===== src/rtl/div_arbiter_if.sv =====
// Handshake bundle between the arbiter (master) and one shared sequential divider (slave).
interface div_arbiter_if #(
  parameter int W = 32
);
  logic         start;
  logic [W-1:0] dvnd;
  logic [W-1:0] dvsr;
  logic [W-1:0] quo;
  logic [W-1:0] rmd;
  logic         ready;
  logic         done_tick;

  modport master (output start, dvnd, dvsr, input quo, rmd, ready, done_tick);
  modport slave  (input start, dvnd, dvsr, output quo, rmd, ready, done_tick);
endinterface


===== src/rtl/div_arbiter.sv =====
// Round-robin arbiter sharing one sequential divider among N requesters; a zero
// divisor is answered locally without ever starting the divider.
module div_arbiter #(
  parameter int W   = 32,
  parameter int N   = 4,
  parameter int IDW = 2
) (
  input  logic           clk,
  input  logic           reset_n,
  input  logic [N-1:0]   req,
  input  logic [N*W-1:0] dvnd_bus,
  input  logic [N*W-1:0] dvsr_bus,
  output logic [N-1:0]   ack,
  output logic [W-1:0]   res_quo,
  output logic [W-1:0]   res_rmd,
  output logic           res_err,
  output logic [IDW-1:0] res_id,
  output logic           busy,
  div_arbiter_if.master  div
);

  typedef enum logic [1:0] {IDLE, ISSUE, WAIT, DONE} state_t;

  state_t         state_q, state_d;
  logic [IDW-1:0] ptr_q, ptr_d;
  logic [IDW-1:0] res_id_q, res_id_d;
  logic [W-1:0]   dvnd_q, dvnd_d;
  logic [W-1:0]   dvsr_q, dvsr_d;
  logic [W-1:0]   quo_q, quo_d;
  logic [W-1:0]   rmd_q, rmd_d;
  logic           err_q, err_d;
  logic [N-1:0]   ack_q, ack_d;
  logic           start_q, start_d;
  logic           busy_q, busy_d;

  logic           found;
  logic [IDW-1:0] win;

  function automatic logic [IDW-1:0] wrap_id(input int unsigned v);
    return IDW'(v % N);
  endfunction

  // Rotating priority: the search starts at ptr and wraps around.
  always_comb begin
    found = 1'b0;
    win   = ptr_q;
    for (int unsigned k = 0; k < N; k++) begin
      if (!found && req[wrap_id(32'(ptr_q) + k)]) begin
        found = 1'b1;
        win   = wrap_id(32'(ptr_q) + k);
      end
    end
  end

  always_comb begin
    state_d  = state_q;
    ptr_d    = ptr_q;
    res_id_d = res_id_q;
    dvnd_d   = dvnd_q;
    dvsr_d   = dvsr_q;
    quo_d    = quo_q;
    rmd_d    = rmd_q;
    err_d    = err_q;
    unique case (state_q)
      IDLE: begin
        if (found && div.ready) begin
          state_d  = ISSUE;
          res_id_d = win;
          dvnd_d   = dvnd_bus[32'(win)*W +: W];
          dvsr_d   = dvsr_bus[32'(win)*W +: W];
        end
      end
      ISSUE: begin
        if (dvsr_q == '0) begin
          state_d = DONE;
          quo_d   = '1;
          rmd_d   = dvnd_q;
          err_d   = 1'b1;
        end else begin
          state_d = WAIT;
        end
      end
      WAIT: begin
        if (div.done_tick) begin
          state_d = DONE;
          quo_d   = div.quo;
          rmd_d   = div.rmd;
          err_d   = 1'b0;
        end
      end
      DONE: begin
        state_d = IDLE;
        ptr_d   = wrap_id(32'(res_id_q) + 1);
      end
    endcase
    // Start and ack are decoded one cycle early so both leave the block registered.
    start_d = (state_q == IDLE) && (state_d == ISSUE) && (dvsr_d != '0);
    ack_d   = (state_d == DONE) ? (N'(1) << res_id_d) : '0;
    busy_d  = (state_d != IDLE);
  end

  always_ff @(posedge clk or negedge reset_n) begin
    if (!reset_n) begin
      state_q  <= IDLE;
      ptr_q    <= '0;
      res_id_q <= '0;
      dvnd_q   <= '0;
      dvsr_q   <= '0;
      quo_q    <= '0;
      rmd_q    <= '0;
      err_q    <= 1'b0;
      ack_q    <= '0;
      start_q  <= 1'b0;
      busy_q   <= 1'b0;
    end else begin
      state_q  <= state_d;
      ptr_q    <= ptr_d;
      res_id_q <= res_id_d;
      dvnd_q   <= dvnd_d;
      dvsr_q   <= dvsr_d;
      quo_q    <= quo_d;
      rmd_q    <= rmd_d;
      err_q    <= err_d;
      ack_q    <= ack_d;
      start_q  <= start_d;
      busy_q   <= busy_d;
    end
  end

  assign ack       = ack_q;
  assign res_quo   = quo_q;
  assign res_rmd   = rmd_q;
  assign res_err   = err_q;
  assign res_id    = res_id_q;
  assign busy      = busy_q;
  assign div.start = start_q;
  assign div.dvnd  = dvnd_q;
  assign div.dvsr  = dvsr_q;

endmodule


===== src/flat_wrapper.sv =====
// flat-port wrapper written by rule: the top's interface ports become plain ports
module div_arbiter_flat 
#(
  parameter int W   = 32,
  parameter int N   = 4,
  parameter int IDW = 2
)
  (clk, reset_n, req, dvnd_bus, dvsr_bus, ack, res_quo, res_rmd, res_err, res_id, busy, div_start, div_dvnd, div_dvsr, div_quo, div_rmd, div_ready, div_done_tick);
  div_arbiter_if #(.W(W)) div_i ();
  input  logic clk;
  input  logic reset_n;
  input  logic [N-1:0] req;
  input  logic [N*W-1:0] dvnd_bus;
  input  logic [N*W-1:0] dvsr_bus;
  output logic [N-1:0] ack;
  output logic [W-1:0] res_quo;
  output logic [W-1:0] res_rmd;
  output logic res_err;
  output logic [IDW-1:0] res_id;
  output logic busy;
  output wire logic [$bits(div_i.start)-1:0] div_start;
  output wire logic [$bits(div_i.dvnd)-1:0] div_dvnd;
  output wire logic [$bits(div_i.dvsr)-1:0] div_dvsr;
  input wire logic [$bits(div_i.quo)-1:0] div_quo;
  input wire logic [$bits(div_i.rmd)-1:0] div_rmd;
  input wire logic [$bits(div_i.ready)-1:0] div_ready;
  input wire logic [$bits(div_i.done_tick)-1:0] div_done_tick;
  assign div_start = div_i.start;
  assign div_dvnd = div_i.dvnd;
  assign div_dvsr = div_i.dvsr;
  assign div_i.quo = div_quo;
  assign div_i.rmd = div_rmd;
  assign div_i.ready = div_ready;
  assign div_i.done_tick = div_done_tick;
  div_arbiter #(.W(W), .N(N), .IDW(IDW)) u_core (.clk(clk), .reset_n(reset_n), .req(req), .dvnd_bus(dvnd_bus), .dvsr_bus(dvsr_bus), .ack(ack), .res_quo(res_quo), .res_rmd(res_rmd), .res_err(res_err), .res_id(res_id), .busy(busy), .div(div_i));
endmodule

===== config.mk =====
export PLATFORM = sky130hd
export DESIGN_NAME = div_arbiter_flat
export DESIGN_NICKNAME = d
export VERILOG_FILES = /design/src/rtl/div_arbiter_if.sv /design/src/rtl/div_arbiter.sv /design/src/flat_wrapper.sv
export SDC_FILE = /design/constraint.sdc
export NUM_CORES = 1
export LEC_CHECK = 0
export CELL_PAD_IN_SITES_DETAIL_PLACEMENT = 0
export CELL_PAD_IN_SITES_GLOBAL_PLACEMENT = 1
export CORE_AREA = 2 2 183 185
export CTS_BUF_LIST = sky130_fd_sc_hd__clkbuf_8
export DETAILED_ROUTE_END_ITERATION = 8
export DIE_AREA = 0 0 185 187
export GPL_TIMING_DRIVEN = 0
export PLACE_DENSITY_LB_ADDON = 0.1
export SYNTH_ARGS = -nofsm -noshare
export SYNTH_HDL_FRONTEND = slang
export SYNTH_SLANG_ARGS = --single-unit

===== constraint.sdc =====
create_clock -name clk -period 3 [get_ports clk]
set_input_delay 0.6 -clock clk [delete_from_list [all_inputs] [get_ports clk]]
set_output_delay 0.6 -clock clk [all_outputs]
set_load 0.005 [all_outputs]

After elaboration in Yosys (flattened, before gate mapping)

Index checks and enable logic that the tools add are counted.

Add/subtract/negate cells: 4
Magnitude comparators: 4
Equality and inequality tests: 7
Shift operators: 3
Mux-type cells: 33
Reductions and logical operators: 16

Operator list:

| operator            | count |
|---|---|
| $shiftx 128x8->32   | 2 |
| $mux 32             | 6 |
| $pmux 32 s2         | 2 |
| $logic_not 32->1    | 1 |
| $reduce_bool 32->1  | 1 |
| $mux 2              | 7 |
| $lt 2x3->1 const B  | 4 |
| $mux 1              | 11 |
| $bmux 1 s2          | 4 |
| $pmux 2 s4          | 1 |
| $eq 2x2->1 const B  | 3 |
| $logic_and 1x1->1   | 6 |
| $add 2x1->2 const B | 2 |
| $add 2x2->2 const B | 2 |
| $eq 2x1->1 const B  | 2 |
| $mux 4              | 1 |
| $reduce_bool 2->1   | 2 |
| $shl 1x2->4 const A | 1 |
| $logic_not 1->1     | 3 |
| $reduce_and 3->1    | 1 |
| $logic_not 2->1     | 1 |
| $ne 2x1->1 const B  | 1 |
| $ne 2x2->1 const B  | 1 |
| $pmux 1 s2          | 1 |
| $reduce_and 2->1    | 1 |

Register bits after elaboration: 141
Input port bits: 328
Output and inout port bits: 137
Word-level logic and storage cells: 78

Logic depth before layout (Yosys ltp)

Depth after elaboration: 18
Gate-level depth with buffers: 12
Depth with buffers taken out: 10

Worst setup path before layout

No wires, ideal clock.

Path type: input to register
Start point: in req[2]
End point: reg u_core.start_q, in the netlist u_core.div.start
Setup time: 122 ps
Arrival: 2498 ps
Data required time: 2878 ps
Setup slack: 380 ps
Stages: 10
Buffers on the path: 2
Cells stage by stage: nor2b_1 a221oi_2 nand2_2 buf_6 buf_6 a2111oi_2 a211oi_1 nor4_2 nand4_1 o2111a_1

Elaborated cells between the ends (all ways): 31
Those cells by class: eq/ne (1); shift (1); mux (19); reduce/logical (10)

RTL lines:

| what                                                          | RTL line                             | text |
|---|---|---|
| from (decl)                                                   | flat_wrapper.sv:12                   | `input logic [N-1:0] req;` |
| $bmux 1 s2                                                    | div_arbiter.sv:48                    | `if (!found && req[wrap_id(32'(ptr_q) + k)]) begin` |
| $mux 1 (implied by the code)                                  | div_arbiter.sv:48                    |  |
| $mux 1                                                        | div_arbiter.sv:48                    |  |
| $logic_not 1->1                                               | div_arbiter.sv:48                    |  |
| $logic_and 1x1->1                                             | div_arbiter.sv:48                    |  |
| $mux 1                                                        | div_arbiter.sv:48                    |  |
| $logic_not 1->1                                               | div_arbiter.sv:48                    |  |
| $logic_and 1x1->1                                             | div_arbiter.sv:48                    |  |
| (+3 left out)                                                 | -                                    |  |
| $mux 2 / $mux 1 (equally long branches)                       | div_arbiter.sv:48                    |  |
| $shiftx 128x8->32 / $logic_and 1x1->1 (equally long branches) | div_arbiter.sv:70, div_arbiter.sv:66 |  |
| $mux 32 *                                                     | div_arbiter.sv:66                    | `if (found && div.ready) begin` |
| $mux 32 *                                                     | div_arbiter.sv:64                    | `unique case (state_q)` |
| via u_core.dvsr_d[24]                                         | div_arbiter.sv:28                    | `logic [W-1:0] dvsr_q, dvsr_d;` |
| $reduce_bool 32->1 *                                          | div_arbiter.sv:97                    | `start_d = (state_q == IDLE) && (state_d == ISSUE) && (dvsr_d != '0);` |
| $logic_and 1x1->1 *                                           | div_arbiter.sv:97                    |  |
| via u_core.start_d                                            | div_arbiter.sv:33                    | `logic start_q, start_d;` |
| to (signal assigned)                                          | div_arbiter.sv:125                   | `start_q <= start_d;` |
| to (decl)                                                     | div_arbiter.sv:33                    |  |

The timed path passes the listed nets; every way through them passes the cells marked *. The select of a mux whose other input is x is not followed.
A chain may end at the register's enable or synchronous reset.

Worst setup path in the final report

Ends and elaborated chain as after synthesis.

==> Implementation_results.wiki <==
{| class="wikitable"
! Metric !! Value
|-
| Data required time of the worst path || approximately 3300 ps
|-
| Most used standard cell by instance count after synthesis || nor2_1
|-
| Worst-path clk slew || 90 ps
|-
| Count of maximum capacitance violations || 0
|-
| Detailed-route via count || 8602
|-
| Kind of end point of the critical path || flop
|-
| Cts bufs inserted || 17
|-
| Sum Neg Setup Slack || 0 ps
|-
| Longest Clk Path Bufs || 2
|-
| Clock latency at the later pin of the worst-skew pair || between 400 and 500 ps
|-
| Portion of the clock cycle consumed by the worst path in the final layout || around 100%
|-
| Period minus WS final || 2920 ps
|-
| Aggregate global-route resource usage || approximately a fifth
|-
| Sum of internal, switching and leakage power || roughly 12 mW
|-
| Relative max-transition margin || around 50%
|-
| LEAKAGE || approximately 5.7 nW
|-
| Final clock skew || between 15 and 20 ps
|-
| Final Hold Viols || 0
|-
| Area inside the core boundary || roughly 33000 um^2
|-
| Placement Cell Area || 13000 um^2
|-
| Post-placement setup slack || -1230 ps
|-
| Synth top area cells || dfrtp_1 (46%), o21ai_0 (8.3%), mux2i_1 (8.3%), nor2_1 (8.0%), nand2_1 (7.9%)
|-
| Layout overhead on the synthesized area || 79.5%
|-
| Leading cell types by count after synthesis || nor2_1 (165), nand2_1 (164), dfrtp_1 (141)
|-
| Number of max-slew violations in the final report || 0
|-
| Largest net degree at the start of global routing || 73
|-
| DRT antenna net count || 0
|-
| Synth cell types || 42
|-
| Terminus of the critical flop-to-flop path || u_core.div.start
|-
| H-tree depth || 4
|-
| Number of antenna violations at the first check in global routing || 3
|-
| Fmax || between 300 and 400 MHz
|-
| Power Dens Cells || slightly below 900 nW/um^2
|-
| Port Buffer Count || about 460
|-
| Worst Hold Margin || roughly 140 ps
|-
| Proportion of layout cells with a drive suffix above 1 || 8.95%
|-
| Syn nets || between 1000 and 1500
|-
| Worst-margin pin slew || ~750 ps
|-
| Number of standard cells after synthesis || ~930
|-
| Most area-hungry cell type in the Yosys netlist || dfrtp_1
|-
| Flop-to-flop setup slack || 130 ps
|-
| Floorplan die area || 34600 um^2
|-
| Detailed route wirelength on metal3 || 2940 um
|-
| Top FF cell, synth || dfrtp_1
|-
| Post-DR wirelength/cell || roughly 20 um
|-
| RSZ-0062 raised after global routing || yes
|-
| Run status || completed
|-
| Warnings, synthesis || 0
|-
| Number of global-route vias before repair || about 8900
|-
| Total wire length || 37800 um
|-
| Fraction of the core area covered by cells at the end of the flow || 42.4%
|-
| Cell area after technology mapping || between 7000 and 8000 um^2
|-
| Type of the worst setup path || in2reg
|-
| Met2 routed wirelength || about 20000 um
|-
| Hold/Removal Path Class || in2async
|-
| Post-detailed-route DRC marker count || 0
|-
| Cell count of the worst reg-to-reg path || 9
|-
| CP arrival || between 3000 and 4000 ps
|-
| Global-route wire length before repair || roughly 54000 um
|-
| Post-DR vias/cell || 4.58
|-
| Post-synth top area share || a little under half
|-
| Top layer in use || met4
|-
| Die height || roughly 190 um
|-
| Net count of the finished layout || 1752
|-
| Die extent in x || around 190 um
|-
| Wire length on met1 || 14800 um
|-
| Clock tree sinks || about 140
|-
| Share of flip-flops with an asynchronous set or reset after synthesis || 100%
|-
| Worst flop-to-flop path startpoint || u_core.ptr_q[1]
|-
| Setup Viol. Count Final || 0
|-
| CTS tree || done
|-
| Placed wire-length estimate after detailed placement || between 30000 and 40000 um
|-
| Gr ovfl total || 0
|-
| Count of placed standard cells in the final layout, fillers left out || roughly 1900
|-
| Worst-path maximum fanout || 10
|-
| GP Congestion || slightly below 0.8
|-
| Post-synthesis area per instance || approximately 8.3 um^2
|-
| Hold bufs inserted after CTS || 0
|-
| Initial Utilization || 23.6%
|-
| Proportion of synthesized chip area in sequential cells || between 40% and 50%
|-
| Row cnt || 67
|-
| Nature of the critical path startpoint || primary input
|-
| Seq cells post-synth || between 100 and 150
|-
| First-pass iteration count of the detailed router || 4
|-
| Worst setup margin || 79.2 ps
|-
| Final cell area excluding filler cells || between 10000 and 15000 um^2
|-
| Clock Root Buffer || clkbuf_8
|-
| Number of top-level pins || 465
|-
| Count of flip-flops with a built-in enable after synthesis || 0
|-
| First DRT Iteration DRCs || about 400
|-
| Max IR drop VDD || around 0.0003 V
|-
| Instance count after placement with tap cells included || 1842
|}
==> kinds of logic (layout without fill, tap and decap cells) <==
family          count (synthesis)  in the layout  synth area share, %
flops                         141            141                 45.5
simple gates                  427            427                 23.5
mux                            64             64                 8.26
xor+xnor                        1              1                0.113
buf+inv                        82            583                 4.55
compound gates                209            209                 17.3
fa+ha+maj                       5              5                0.807
other cells                     0              2                    0
==> where the power goes <==
part | internal (mW) | switching [mW] | total (mW)
combinational | 3.41 | 3.71 | 7.12
clock | 0.820 | 0.808 | 1.63
sequential | 2.83 | 0.697 | 3.53
==> final cells by class <==
type,instances,area [um^2]
Fill cell,3401,18900
Timing Repair Buffer,472,4720
Multi-Input combinational cell,706,4290
Sequential cell,141,3530
Tap cell,448,561
Buffer,74,389
Clock buffer,17,234
Clock inverter,13,166
Inverter,7,26.3
Antenna cell,2,5.00
==> layer usage <==
layer / global-route usage, % / vias to the layer above
li1: - / 4234
met1: 24.0 / 4042
met2: 38.7 / 300
met3: 6.02 / 26
met4: 4.52 / 0
met5: 0 / -
==> cell usage in the layout (no fill, tap or decap), drive strengths merged, types with 2 or more instances in the layout <==
master         synthesis  layout
a2111oi               32      32
a211oi                32      32
a21oi                  4       4
and2                   2       2
and3                  34      34
buf                   17      30
bufinv                 0       3
clkbuf                58      71
clkdlybuf4s15          0       2
clkdlybuf4s50          0     459
clkinv                 1       5
clkinvlp               0       3
dfrtp                141     141
diode                  0       2
ha                     5       5
inv                    6       9
mux2i                 64      64
nand2                165     165
nand3                 32      32
nand4                  3       3
nor2                 165     165
nor2b                  3       3
nor3                   2       2
nor3b                  3       3
nor4                  14      14
o21ai                130     130
o22ai                  3       3
==> worst max path at each step <==
stage	depth (start not counted)	from	slack [ps]	endpoint
global route	11	req[2]	-20	u_core.div.start
finish	11	req[2]	80	u_core.div.start
detailed placement	11	req[1]	-1230	u_core.div.start
global placement	1	reset_n	-4830	u_core.div.dvsr[18]
CTS	11	req[1]	2	u_core.div.start
floorplan	10	req[2]	380	u_core.div.start
==> worst max-delay path, cell delays in order <==
cell and delay [ps]:
dlygate4sd2_1 300, nor2b_2 200, a221oi_4 380, nand2_2 100, buf_4 160, buf_6 160, a2111oi_2 410, a211oi_1 130
nor4_1 320, nand4_1 200, o2111a_1 270
==> state kept, by name, summed over array words and instances (netlist names) <==
register and count:
u_core.div.dvnd 32, u_core.div.dvsr 32, u_core.res_quo 32, u_core.res_rmd 32
u_core.ack 4, u_core.ptr_q 2, u_core.res_id 2, u_core.state_q 2
u_core.busy 1, u_core.div.start 1, u_core.res_err 1
==> repair_timing <==
item,CTS,global route
pin swaps,9,13
setup buffers,2,4
endpoints found under the hold margin,0,0
endpoints found under the setup margin,107,100
resized for setup,62,80
gates cloned,0,1
(Power assumes the default switching activity.)
